$ cat config.mk
export PLATFORM = sky130hd
export DESIGN_NAME = aes_inv_lin_map_pipe
export DESIGN_NICKNAME = d
export VERILOG_FILES = /design/src/rtl/aes_masked_pkg.sv /design/src/rtl/aes_inv_lin_map_comb.sv /design/src/rtl/aes_inv_lin_map_pipe.sv
export SDC_FILE = /design/constraint.sdc
export NUM_CORES = 1
export LEC_CHECK = 0
export ABC_CLOCK_PERIOD_IN_PS = 1500
export CORE_MARGIN = 2
export CORE_UTILIZATION = 35
export CTS_CLUSTER_SIZE = 16
export DETAILED_ROUTE_END_ITERATION = 8
export PLACE_DENSITY_LB_ADDON = 0.08
export SETUP_SLACK_MARGIN = 0.02
export SLEW_MARGIN = 20
export SYNTH_ARGS = -nofsm -noshare
export SYNTH_HDL_FRONTEND = slang
export SYNTH_SLANG_ARGS = --single-unit
$ cat constraint.sdc
create_clock -name clk_i -period 1.5 [get_ports clk_i]
set_input_delay 0.45 -clock clk_i [delete_from_list [all_inputs] [get_ports clk_i]]
set_output_delay 0.45 -clock clk_i [all_outputs]
set_load 0.02 [all_outputs]
$ cat src/rtl/aes_masked_pkg.sv
// Shared types and helpers for the masked AES S-box datapath: 3-share byte
// struct, prd width and the inverse basis-conversion map.
package aes_masked_pkg;

  localparam int unsigned PRD_W = 16;

  typedef struct packed {
    logic [7:0] data;
    logic [7:0] mask0;
    logic [7:0] mask1;
  } share3_t;

  // Inverse of the forward linear basis map; y is the field-basis byte.
  function automatic logic [7:0] aes_inv_lin_map_byte(input logic [7:0] y);
    logic [7:0] x;
    x[0] = y[2];
    x[1] = y[5] ^ y[1];
    x[2] = y[7] ^ y[5] ^ y[4] ^ y[1];
    x[3] = y[6] ^ y[5] ^ y[4] ^ y[3] ^ y[2] ^ y[1];
    x[4] = y[6] ^ y[1];
    x[5] = y[7] ^ y[6] ^ y[5] ^ y[3] ^ y[2] ^ y[0];
    x[6] = y[7] ^ y[6] ^ y[5] ^ y[3] ^ y[1] ^ y[0];
    x[7] = y[4] ^ y[1];
    return x;
  endfunction

endpackage

$ cat src/rtl/aes_inv_lin_map_comb.sv
// Combinational inverse basis map applied to each share independently.
module aes_inv_lin_map_comb
  import aes_masked_pkg::*;
(
  input  share3_t in_i,
  output share3_t out_o
);

  always_comb begin
    out_o       = '0;
    out_o.data  = aes_inv_lin_map_byte(in_i.data);
    out_o.mask0 = aes_inv_lin_map_byte(in_i.mask0);
    out_o.mask1 = aes_inv_lin_map_byte(in_i.mask1);
  end

endmodule

$ cat src/rtl/aes_inv_lin_map_pipe.sv
// Two-stage 3-share inverse basis-conversion pipeline with valid/ready on both
// sides. Optional share refresh is enabled by defining AES_INV_LIN_MAP_REFRESH_EN.
module aes_inv_lin_map_pipe
  import aes_masked_pkg::*;
(
  input  logic             clk_i,
  input  logic             rst_ni,
  input  logic             in_valid_i,
  output logic             in_ready_o,
  input  logic [7:0]       data_i,
  input  logic [7:0]       mask0_i,
  input  logic [7:0]       mask1_i,
  input  logic [PRD_W-1:0] prd_i,
  input  logic             prd_valid_i,
  output logic             prd_ack_o,
  output logic             out_valid_o,
  input  logic             out_ready_i,
  output logic [7:0]       data_o,
  output logic [7:0]       mask0_o,
  output logic [7:0]       mask1_o,
  output logic             busy_o
);

  share3_t s1_q, s1_d, s2_q, map_w;
  logic    v1_q, v1_d, v2_q, v2_d;
  logic    adv2, accept, prd_ok;

`ifdef AES_INV_LIN_MAP_REFRESH_EN
  assign prd_ok    = prd_valid_i;
  assign prd_ack_o = accept;

  // Both fresh bytes are folded into data so the unmasked value is unchanged.
  always_comb begin
    s1_d       = '0;
    s1_d.mask0 = mask0_i ^ prd_i[7:0];
    s1_d.mask1 = mask1_i ^ prd_i[15:8];
    s1_d.data  = data_i ^ prd_i[7:0] ^ prd_i[15:8];
  end
`else
  logic unused_prd;
  assign unused_prd = ^{prd_i, prd_valid_i};
  assign prd_ok     = 1'b1;
  assign prd_ack_o  = 1'b0;

  always_comb begin
    s1_d       = '0;
    s1_d.data  = data_i;
    s1_d.mask0 = mask0_i;
    s1_d.mask1 = mask1_i;
  end
`endif

  assign adv2       = v1_q & (~v2_q | out_ready_i);
  assign in_ready_o = ~v1_q | adv2;
  // Gated with rst_ni so the refresh ack stays low while reset is held.
  assign accept     = rst_ni & in_valid_i & in_ready_o & prd_ok;

  always_comb begin
    v2_d = v2_q;
    if (adv2) begin
      v2_d = 1'b1;
    end else if (v2_q && out_ready_i) begin
      v2_d = 1'b0;
    end
    v1_d = v1_q;
    if (accept) begin
      v1_d = 1'b1;
    end else if (adv2) begin
      v1_d = 1'b0;
    end
  end

  aes_inv_lin_map_comb u_map (
    .in_i  (s1_q),
    .out_o (map_w)
  );

  always_ff @(posedge clk_i) begin
    if (!rst_ni) begin
      v1_q <= 1'b0;
      v2_q <= 1'b0;
      s1_q <= '0;
      s2_q <= '0;
    end else begin
      v1_q <= v1_d;
      v2_q <= v2_d;
      if (accept) begin
        s1_q <= s1_d;
      end
      if (adv2) begin
        s2_q <= map_w;
      end
    end
  end

  assign out_valid_o = v2_q;
  assign busy_o      = v1_q | v2_q;
  assign data_o      = s2_q.data;
  assign mask0_o     = s2_q.mask0;
  assign mask1_o     = s2_q.mask1;

endmodule

==> After elaboration in Yosys (flattened, before gate mapping) <==
Cells that the tools add are included.
Widths: inputs -> output; s select.
{ "word_totals": {"regBits": 50, "in_bits": 45, "output_inout_bits": 28, "wordCells": 77} }
{ "classes": {"mux": 4, "bitwise_logic": 62, "reduce_logical": 3} }
{ "ops": {"columns": ["cell", "count"], "rows": [
  ["$xor 1x1->1", 54],
  ["$mux 1", 4],
  ["$reduce_bool 2->1", 2],
  ["$and 1x1->1", 3],
  ["$or 1x1->1", 3],
  ["$not 1->1", 2],
  ["$logic_and 1x1->1", 1]
]} }

==> Depth between registers and ports, before layout <==
Gate-level depths: netlist (run 1).
{ "depth": {"depth_word": 6, "mapped_depth": 5, "ltp_nobuf": 3} }

==> By module <==
From an unflattened synthesis (run 1), not the netlist that was laid out.
{ "hier_totals": {"hier_cells": 260, "hier_area_um2": 2522.4} }
{ "by_module_without_submodules": {"columns": ["mod", "n_inst", "cells_each", "area_per_inst_um2", "seq_area_each_um2"], "rows": [
  ["aes_inv_lin_map_pipe", 1, 224, 2040.7, 1001.0],
  ["aes_inv_lin_map_comb", 1, 36, 481.7, 0.0]
]} }

==> Least setup slack after synthesis (run 1) <==
OpenSTA, ideal clock, no wires.
{ "synth_path": {"path_kind": "input port to output port", "start": "input port out_ready_i", "end": "output port in_ready_o", "arrival_ns": 1.018, "required_time_ns": 1.050, "path_slack_ns": 0.032, "path_stages": 2, "n_path_buf": 1, "path_cell_list": "nand3b_1 > buf_1"} }
{ "synth_via": {"elab_chain_cells": 3} }
{ "synth_rtl": {"columns": ["item", "line_no", "source"], "rows": [
  ["start, declared", "aes_inv_lin_map_pipe.sv:17", "input logic out_ready_i,"],
  ["$or 1x1->1", "aes_inv_lin_map_pipe.sv:53", "assign adv2 = v1_q & (~v2_q | out_ready_i);"],
  ["$and 1x1->1", "aes_inv_lin_map_pipe.sv:53", null],
  ["$or 1x1->1", "aes_inv_lin_map_pipe.sv:54", "assign in_ready_o = ~v1_q | adv2;"],
  ["end, declared", "aes_inv_lin_map_pipe.sv:9", "output logic in_ready_o,"]
]} }
Every way passes these cells.

==> Final worst setup path (run 1) <==
{ "layout_path": {"start": "register v1_q", "end": "output port in_ready_o"} }
{ "layout_via": {"elab_chain_cells": 2, "word_cells_on_any_way": 3, "classes_between": "bitwise: 3"} }
{ "layout_rtl": {"columns": ["item", "line_no", "source"], "rows": [
  ["start, declared", "aes_inv_lin_map_pipe.sv:25", "logic v1_q, v1_d, v2_q, v2_d;"],
  ["start signal, assigned", "aes_inv_lin_map_pipe.sv:85", "v1_q <= v1_d;"],
  ["$and 1x1->1 / $not 1->1 (equally long branches)", "aes_inv_lin_map_pipe.sv:53, aes_inv_lin_map_pipe.sv:54", null],
  ["$or 1x1->1 (*)", "aes_inv_lin_map_pipe.sv:54", null]
]} }
Mark *: on every way between the ends. The rest lies on a longest branch, timed or not.

==> summary.txt, run 1 <==
Yosys
  • YS warnings: 0
  • Synthesized instance count: between 200 and 250
  • Ys async rst share: 0%
  • Leading area contributor after synthesis: dfxtp_1
  • Top post-synthesis cells by area: dfxtp_1 41%, o21a_1 7.4%, xnor3_1 7.4%
  • Syn Nets: approximately 290
  • Post-synth EDFFs: 0
  • Yosys reg bits: 50
  • Ys flop type: dfxtp_1
  • Synth top area share: between 40% and 50%
  • Cell variety after synth: 30
  • Post-synthesis sequential area ratio: 41.3%
  • Synthesized area: about 2400 sq um
  • Synthesized area per cell: approximately 10 sq um
  • Count leader, synth: dfxtp_1
  • Post-synth top cells: 50 x dfxtp_1, 25 x a21oi_1, 24 x and3_1, 24 x o21a_1, 23 x a21boi_1

STA
  • Fmax: approximately 680 MHz
  • Max Slew Vio Count: 0
  • Final worst slack: between 15 and 20 ps
  • Finish-stage setup viols: 0
  • Fin Setup TNS: 0 ps
  • Tmin final: ~1500 ps
  • Layout Skew: approximately 5.4 ps
  • RSZ-0062 raised after global routing: yes
  • Hold Vio Cnt, Final: 0
  • Crit share post-route: 98.8%

Placement
  • Post-Place Setup Slack: -727 ps
  • Hpwl dp: 3.91 mm
  • Routability cong.: 0.739
  • Port bufs: 54

Global routing
  • First-pass GRT wire length: 8.89 mm
  • Antenna violations before repair: 0
  • Remaining global-route overflow: 0
  • Gr usage total: roughly 15%
  • Number of global-route vias before repair: 1840
  • Largest net degree at the start of global routing: 50

Setup path
  • Startpoint types: register
  • Crit Path Max Fanout: 4
  • CP required: roughly 1100 ps
  • Crit Path Class: reg -> out
  • CP Capture Type: output pin
  • WP data arrival: between 1000 and 1500 ps

Finish
  • Synthesis-to-layout area growth: 34.6%
  • Fin nets: 346
  • # diodes: 0
  • Layout cells sized above 1: 14.0%

Drt
  • Routed vias: 1937
  • Final wirelength: ~5.6 mm
  • Drt drc: 0
  • Routed Antenna Nets: 0
  • First-pass DRT Iterations: 6
  • Avg Vias per Cell: about 5.1
  • Post-DR wirelength/cell: ~15 um
  • First DRT Iteration DRCs: 37

CTS
  • Worst skew pair latency: about 300 ps
  • Clock tree sinks: 50
  • CTS tree: yes
  • Total CTS buffers: 5
  • CTS H-tree lvls: 2
  • Buffer depth of the longest clock path: 2
  • Clk root buf: clkbuf_8
  • # hold bufs at CTS: 0
  • Clock slew at reported path FFs: about 80 ps

Floorplanning
  • Total core area: 6760 sq um
  • Die width: between 80 and 90 um
  • I/O pin count: 73
  • Row Count: 30
  • Die H: a little under 90 um
  • Starting density of the core: a little over a third
  • Die Area: ~7600 sq um

Power and ir drop
  • VDD IR max: 0.474 mV
  • Pwr dens: slightly above 900 nW/um^2
  • Leak Pwr: 1.44 nW

Run status
  • Outcome: completed

Min path
  • Hold Path Class: reg -> reg

Job
  • Max Cap Viol: 0
[power breakdown]
part / total [W] / internal (W) / switching [W]
clock: 0.000749 / 0.000322 / 0.000427
combinational: 0.000756 / 0.000435 / 0.000322
sequential: 0.00148 / 0.00141 / 0.0000631
[timing repair]
action / in CTS / in global routing
buffers inserted: 0 / 1
gates cloned: 0 / 0
setup endpoints to repair: 52 / 9
resized for setup: 44 / 8
pin swaps: 1 / 1
[metal layers]
layer / vias to the layer above / global-route usage (%) / wire length (um) / share of wire (%)
li1: 978 / - / - / -
met2: 35 / 25.9 / 2700 / 48
met3: 8 / 2.94 / 186 / 3.3
met4: 0 / 4.20 / 60 / 1.1
met1: 916 / 19.2 / 2680 / 48
met5: - / 0 / 0 / 0
[state kept, by name, summed over array words and instances (netlist names)]
register     flops
data_o           8
mask0_o          8
mask1_o          8
out_valid_o      1
s1_q            24
v1_q             1
[cell usage in the layout (no fill, tap or decap), types with 5 or more instances in the layout]
cell type and n:
dfxtp_1 48, clkdlybuf4s50_1 26, a21oi_1 25, and3_1 24
o21a_1 24, a21boi_1 23, dlygate4sd2_1 23, xnor2_1 19
a211oi_1 17, buf_4 15, xnor3_1 8, clkbuf_8 5
buf_12 5
[kinds of logic (layout without fill, tap and decap cells)]
kind of cell | Yosys count | count (layout) | share of synthesized area (%)
xor+xnor | 34 | 34 | 17.8
other cells | 1 | 1 | 0.155
compound gates | 97 | 97 | 27.8
flops | 50 | 50 | 41.3
buf+inv | 26 | 85 | 4.39
simple gates | 34 | 34 | 8.62
[path summary, 6_finish.rpt]
kind | startpoint | to | slack [ps] | cells past startpoint
max | v1_q | in_ready_o | 20 | 2
min | mask0_o[0] | mask0_o[0] | 480 | 2
max reg2reg | v1_q | s1_q[15] | 70 | 5
min reg2reg | mask0_o[0] | mask0_o[0] | 480 | 2
[final cells by class]
class / count / area (sq um)
repair buffers: 75 / 732
fillers: 691 / 3490
inverters: 3 / 11.3
clock buffers: 7 / 76.3
well taps: 80 / 100
flip-flops and latches: 50 / 1000
multi-input cells: 166 / 1340
[metrics by stage]
| stage | cell area [sq um] | instances | utilization [%] | total power [W] | hold WS, ps |
|---|---|---|---|---|---|
| floorplan | 2420 | 242 | - | 0.00199 | 465 |
| global placement | 3180 | 373 | 47.1 | 0.00230 | 478 |
| detailed placement | 3180 | 373 | 47.1 | 0.00230 | 479 |
| CTS | 3230 | 380 | 47.8 | 0.00302 | 490 |
| global route | 3260 | 381 | 48.3 | 0.00313 | 529 |
| finish | 3260 | 381 | 48.3 | 0.00298 | 485 |
[worst max-delay path: stages, from the launching register on]
cell and delay (ps):
dfxtp_2 360, nand3b_1 180, buf_6 190
Power figures use the tool's default switching activity.
==> inputs of run 2 (changes only) <==
Settings changed: GPL_ROUTABILITY_DRIVEN set to 0, PLACE_DENSITY set to 0.65, PLACE_DENSITY_LB_ADDON 0.08 to not set, SYNTH_HIERARCHICAL set to 1.
==> summary.txt, run 2 <==
Run status
  • Outcome: completed

Yosys
  • Post-synth top cells: 50 x dfxtp_1, 26 x nand2_1, 25 x inv_1
  • Count leader, synth: dfxtp_1
  • Synthesized area per cell: 9.70 sq um
  • Leading area contributor after synthesis: dfxtp_1
  • Post-synth EDFFs: 0
  • YS warnings: 6
  • Synthesized area: ~2500 sq um
  • Ys async rst share: 0%
  • Synthesized instance count: between 200 and 300
  • Yosys reg bits: 50
  • Ys flop type: dfxtp_1
  • Synth top area share: 39.7%
  • Post-synthesis sequential area ratio: about two fifths
  • Syn Nets: roughly 300
  • Cell variety after synth: 26
  • Top post-synthesis cells by area: dfxtp_1 40%, mux2i_1 9.5%, xnor3_1 7.1%

Setup path
  • CP Capture Type: output pin
  • Flop-to-flop setup slack: around 90 ps
  • R2R depth: 4
  • WP data arrival: 1000 ps
  • Crit Path Class: reg -> out
  • Crit Path Max Fanout: 3
  • Startpoint types: register
  • CP required: 1050 ps

STA
  • RSZ-0062 raised after global routing: yes
  • Layout Skew: 8.58 ps
  • Tmin final: approximately 1500 ps
  • Max Slew Vio Count: 0
  • Finish-stage setup viols: 0
  • Final worst slack: slightly below 50 ps
  • Worst hold slack: 466 ps
  • Hold Vio Cnt, Final: 0
  • Fmax: 689 MHz
  • Fin Setup TNS: 0 ps
  • Crit share post-route: a little over nine tenths

Finish
  • Fin nets: around 370
  • # diodes: 0
  • Layout cells sized above 1: ~16%
  • Area taken by multi-input logic gates: approximately 1300 sq um
  • Max reg flops: 24
  • Synthesis-to-layout area growth: 37.4%
  • Commonest non-fill, non-tap cell in the layout: dfxtp_1
  • Biggest register: s1_q
  • Commonest non-fill, non-tap cells in the layout: 44 x dfxtp_1, 25 x nand2_1
  • Number of fill cells in the layout: between 600 and 700
  • Post-Layout Cell Count: 420
  • FF/Latch Area: 1010 sq um

Min path
  • WHS Path Cells: 3
  • Hold Path Class: in -> reg

Drt
  • First-pass DRT Iterations: 4
  • Avg Vias per Cell: approximately 4.5
  • Post-DR wirelength/cell: roughly 13 um
  • Routed Antenna Nets: 0
  • Final wirelength: 5.44 mm
  • First DRT Iteration DRCs: between 90 and 100
  • Routed vias: 1902
  • Drt drc: 0

CTS
  • Clock slew at reported path FFs: 80 ps
  • Buffer depth of the longest clock path: 2
  • Clock tree sinks: 50
  • # hold bufs at CTS: 0
  • CTS H-tree lvls: 2
  • Clk root buf: clkbuf_8
  • CTS tree: yes
  • Worst skew pair latency: ~300 ps
  • Total CTS buffers: 5

Floorplanning
  • Row Count: 30
  • Die H: ~90 um
  • Die Area: roughly 8000 sq um
  • Die width: between 80 and 90 um
  • Starting density of the core: 36.7%
  • I/O pin count: 73
  • Total core area: about 7000 sq um

Global routing
  • Largest net degree at the start of global routing: 34
  • Remaining global-route overflow: 0
  • Gr usage total: 14.3%
  • First-pass GRT wire length: roughly 8.7 mm
  • Antenna violations before repair: 0
  • Number of global-route vias before repair: 1750

Power and ir drop
  • VDD IR max: between 0.3 and 0.4 mV
  • Leak Pwr: around 1.6 nW
  • Pwr dens: slightly above 1000 nW/um^2

Placement
  • Port bufs: 54
  • Dpl cells: around 400
  • Post-Place Setup Slack: -639 ps
  • Hpwl dp: ~3.6 mm

Job
  • Max Cap Viol: 0
## run 2: changes by cell type after synthesis, moves of 24 or more
cell / previous run / this run
nand2_1: 0 / 26
a21oi_1: 25 / 1
and3_1: 24 / 0
inv_1: 1 / 25
mux2i_1: 0 / 24
o21a_1: 24 / 0
## run 2: cells by family (layout without fill, tap and decap cells)
family | Yosys count | in the layout | share of synthesized area, %
AOI/OAI and AO/OA | 51 | 51 | 13.0
xor gates and xnor gates | 33 | 33 | 18.2
buffers and inverters | 47 | 111 | 9.42
DFF | 50 | 50 | 39.7
muxes | 24 | 24 | 9.52
other | 1 | 1 | 0.149
and+or+nand+nor | 54 | 54 | 9.97
## run 2: layer usage
metal,vias up,wire length (um),track usage [%]
met5,-,0,0
met4,0,44,3.72
met3,2,159,3.05
met2,36,2590,23.3
met1,890,2640,19.2
li1,974,-,-
## run 2: path summary, 6_finish.rpt
path / startpoint / endpoint
hold reg to reg: s1_q[16] / s1_q[16]
setup / recovery: v1_q / busy_o
setup reg to reg: s1_q[14] / mask0_o[5]
hold / removal: in_valid_i / v1_q
## run 2: layout make-up
class | instances | area share, %
Clock buffer | 6 | 2.38
Clock inverter | 2 | 1.73
Inverter | 25 | 2.82
Multi-Input combinational cell | 163 | 37.4
Sequential cell | 50 | 29.1
Tap cell | 96 | 3.47
Timing Repair Buffer | 76 | 22.7
Timing Repair inverter | 2 | 0.433
## run 2: what timing repair did
item                       in CTS  in global routing
gates cloned                    3                  1
setup endpoints to repair      70                 30
resized for setup              45                 20
buffers inserted                1                  4
pin swaps                       1                  3
## run 2: critical path: stages (launching register included)
cell and delay, ps:
dfxtp_2 340, or2_4 240, buf_6 130
## run 2: through the flow
stage / total power (W) / utilization [%] / instance area [sq um]
4_1_cts: 0.00355 / 49.3 / 3390
6_report: 0.00353 / 50.5 / 3470
3_5_place_dp: 0.00240 / 46.4 / 3190
5_1_grt: 0.00371 / 50.5 / 3470
3_3_place_gp: 0.00239 / 46.4 / 3190
2_1_floorplan: 0.00211 / - / 2520
## run 2: power breakdown
part,total [W],switching (W),internal [W],leakage (nW)
logic,0.000879,0.000377,0.000502,1.09
registers,0.00151,0.0000747,0.00143,0.413
clock network,0.00114,0.000433,0.000711,0.0714
total,0.00353,0.000885,0.00265,1.58
==> inputs of run 3 (changes only) <==
Settings changed: RECOVER_POWER set to 25.
==> summary.txt, run 3 (same netlist as run 2, synthesis figures left out) <==
Setup path
  • Delay-heaviest family, CP: flip-flops
  • Startpoint types: register
  • CP Depth: 2
  • Worst-path cell chain: or2_4 -> buf_6
  • Crit Path Max Fanout: 3
  • R2R depth: 6
  • WP data arrival: 1000 ps
  • CP required: 1050 ps
  • Slowest cell on crit path: dfxtp_2
  • CP max stage delay: about 340 ps
  • CP Capture Type: output pin
  • CP bufs+invs: 1
  • Crit Path Class: reg -> out

Power and ir drop
  • Pwr dens: 1020 nW/um^2
  • VDD IR max: roughly 0.4 mV
  • Design Power: around 0.0035 W
  • Leak Pwr: ~1.6 nW

Floorplanning
  • Starting density of the core: between 30% and 40%
  • Total core area: 6870 sq um
  • Die Area: 7900 sq um
  • I/O pin count: 73
  • Die width: a little under 90 um
  • Row Count: 30
  • Die H: 88.9 um

STA
  • Layout Skew: a little under 9 ps
  • Fin Setup TNS: 0 ps
  • Hold Vio Cnt, Final: 0
  • Max Slew Vio Count: 0
  • Crit share post-route: just under 100%
  • Tmin final: roughly 1500 ps
  • Finish-stage setup viols: 0
  • Fmax: 689 MHz
  • RSZ-0062 raised after global routing: yes
  • Worst hold slack: between 400 and 500 ps

Finish
  • Fin nets: around 370
  • Fin area: 3440 sq um
  • Layout cells sized above 1: about 15%
  • # diodes: 0
  • Commonest non-fill, non-tap cells in the layout: 44 x dfxtp_1, 25 x nand2_1
  • Synthesis-to-layout area growth: 36.4%
  • Biggest register: s1_q
  • Max reg flops: 24
  • Commonest non-fill, non-tap cell in the layout: dfxtp_1

CTS
  • CTS tree: yes
  • Clk root buf: clkbuf_8
  • Clock tree sinks: 50
  • # hold bufs at CTS: 0
  • Total CTS buffers: 5
  • Clock slew at reported path FFs: about 80 ps
  • CTS H-tree lvls: 2
  • Worst skew pair latency: 300 ps
  • Buffer depth of the longest clock path: 2

Job
  • Max Cap Viol: 0

Global routing
  • Antenna violations before repair: 0
  • Number of global-route vias before repair: approximately 1800
  • Gr usage total: 14.3%
  • Remaining global-route overflow: 0
  • First-pass GRT wire length: 8.66 mm
  • Largest net degree at the start of global routing: 34

Placement
  • Port bufs: 54
  • Hpwl dp: 3.58 mm
  • Placed standard-cell area: around 3200 sq um

Drt
  • Post-DR wirelength/cell: 12.9 um
  • Drt drc: 0
  • Avg Vias per Cell: ~4.5
  • Routed Antenna Nets: 0
  • Routed vias: 1902
  • Final wirelength: between 5 and 6 mm
  • First DRT Iteration DRCs: just over 80
  • First-pass DRT Iterations: 4

Min path
  • Hold Path Class: in -> reg
  • WHS Path Cells: 3

Run status
  • Outcome: completed
[run 3: cell type report]
| class | count | area, sq um |
|---|---|---|
| clock buffers | 6 | 82.6 |
| inverters | 25 | 97.6 |
| repair buffers | 76 | 763 |
| well taps | 96 | 120 |
| fillers | 664 | 3430 |
| multi-input cells | 163 | 1290 |
| repair inverters | 2 | 12.5 |
| flip-flops and latches | 50 | 1010 |
| clock inverters | 2 | 60.1 |
[run 3: timing repair]
item,CTS,global route
cloned,3,1
setup endpoints to repair,70,30
pin swaps,1,3
buffers inserted,1,4
resized for setup,45,20
[run 3: power by group]
group	switching [W]	internal (W)	leakage [nW]
combinational	0.000375	0.000494	1.08
sequential	0.0000747	0.00143	0.413
clock	0.000433	0.000711	0.0714
total	0.000883	0.00264	1.57
[run 3: path summary, 6_finish.rpt]
path | startpoint | end | slack [ps]
hold reg to reg | s1_q[16] | s1_q[16] | 480
hold / removal | in_valid_i | v1_q | 470
setup reg to reg | out_valid_o | s1_q[11] | 80
setup / recovery | v1_q | busy_o | 50
[run 3: through the flow]
| stage | cells | worst slack, ps | utilization, % |
|---|---|---|---|
| 2_1_floorplan | 260 | 60.2 | - |
| 3_3_place_gp | 403 | -649 | 46.4 |
| 3_5_place_dp | 403 | -639 | 46.4 |
| 4_1_cts | 415 | -36.6 | 49.3 |
| 5_1_grt | 420 | 9.12 | 50.1 |
| 6_report | 420 | 48.5 | 50.1 |
[run 3: worst register-to-register path, delay by kind of cell, from the launching register on]
kind	cells	cell delay, ps
AO/OA/AOI/OAI	1	210
multiplexers	1	210
AND/OR/NAND/NOR	1	120
flip-flops	1	330
buffers and inverters	3	480
[run 3: routing by layer]
metal | part of all wire [%] | vias up | routed length, um | track usage [%]
met5 | 0 | - | 0 | 0
li1 | - | 974 | - | -
met4 | 0.81 | 0 | 44 | 3.72
met1 | 49 | 890 | 2640 | 19.2
met2 | 48 | 36 | 2590 | 23.3
met3 | 2.9 | 2 | 159 | 3.05
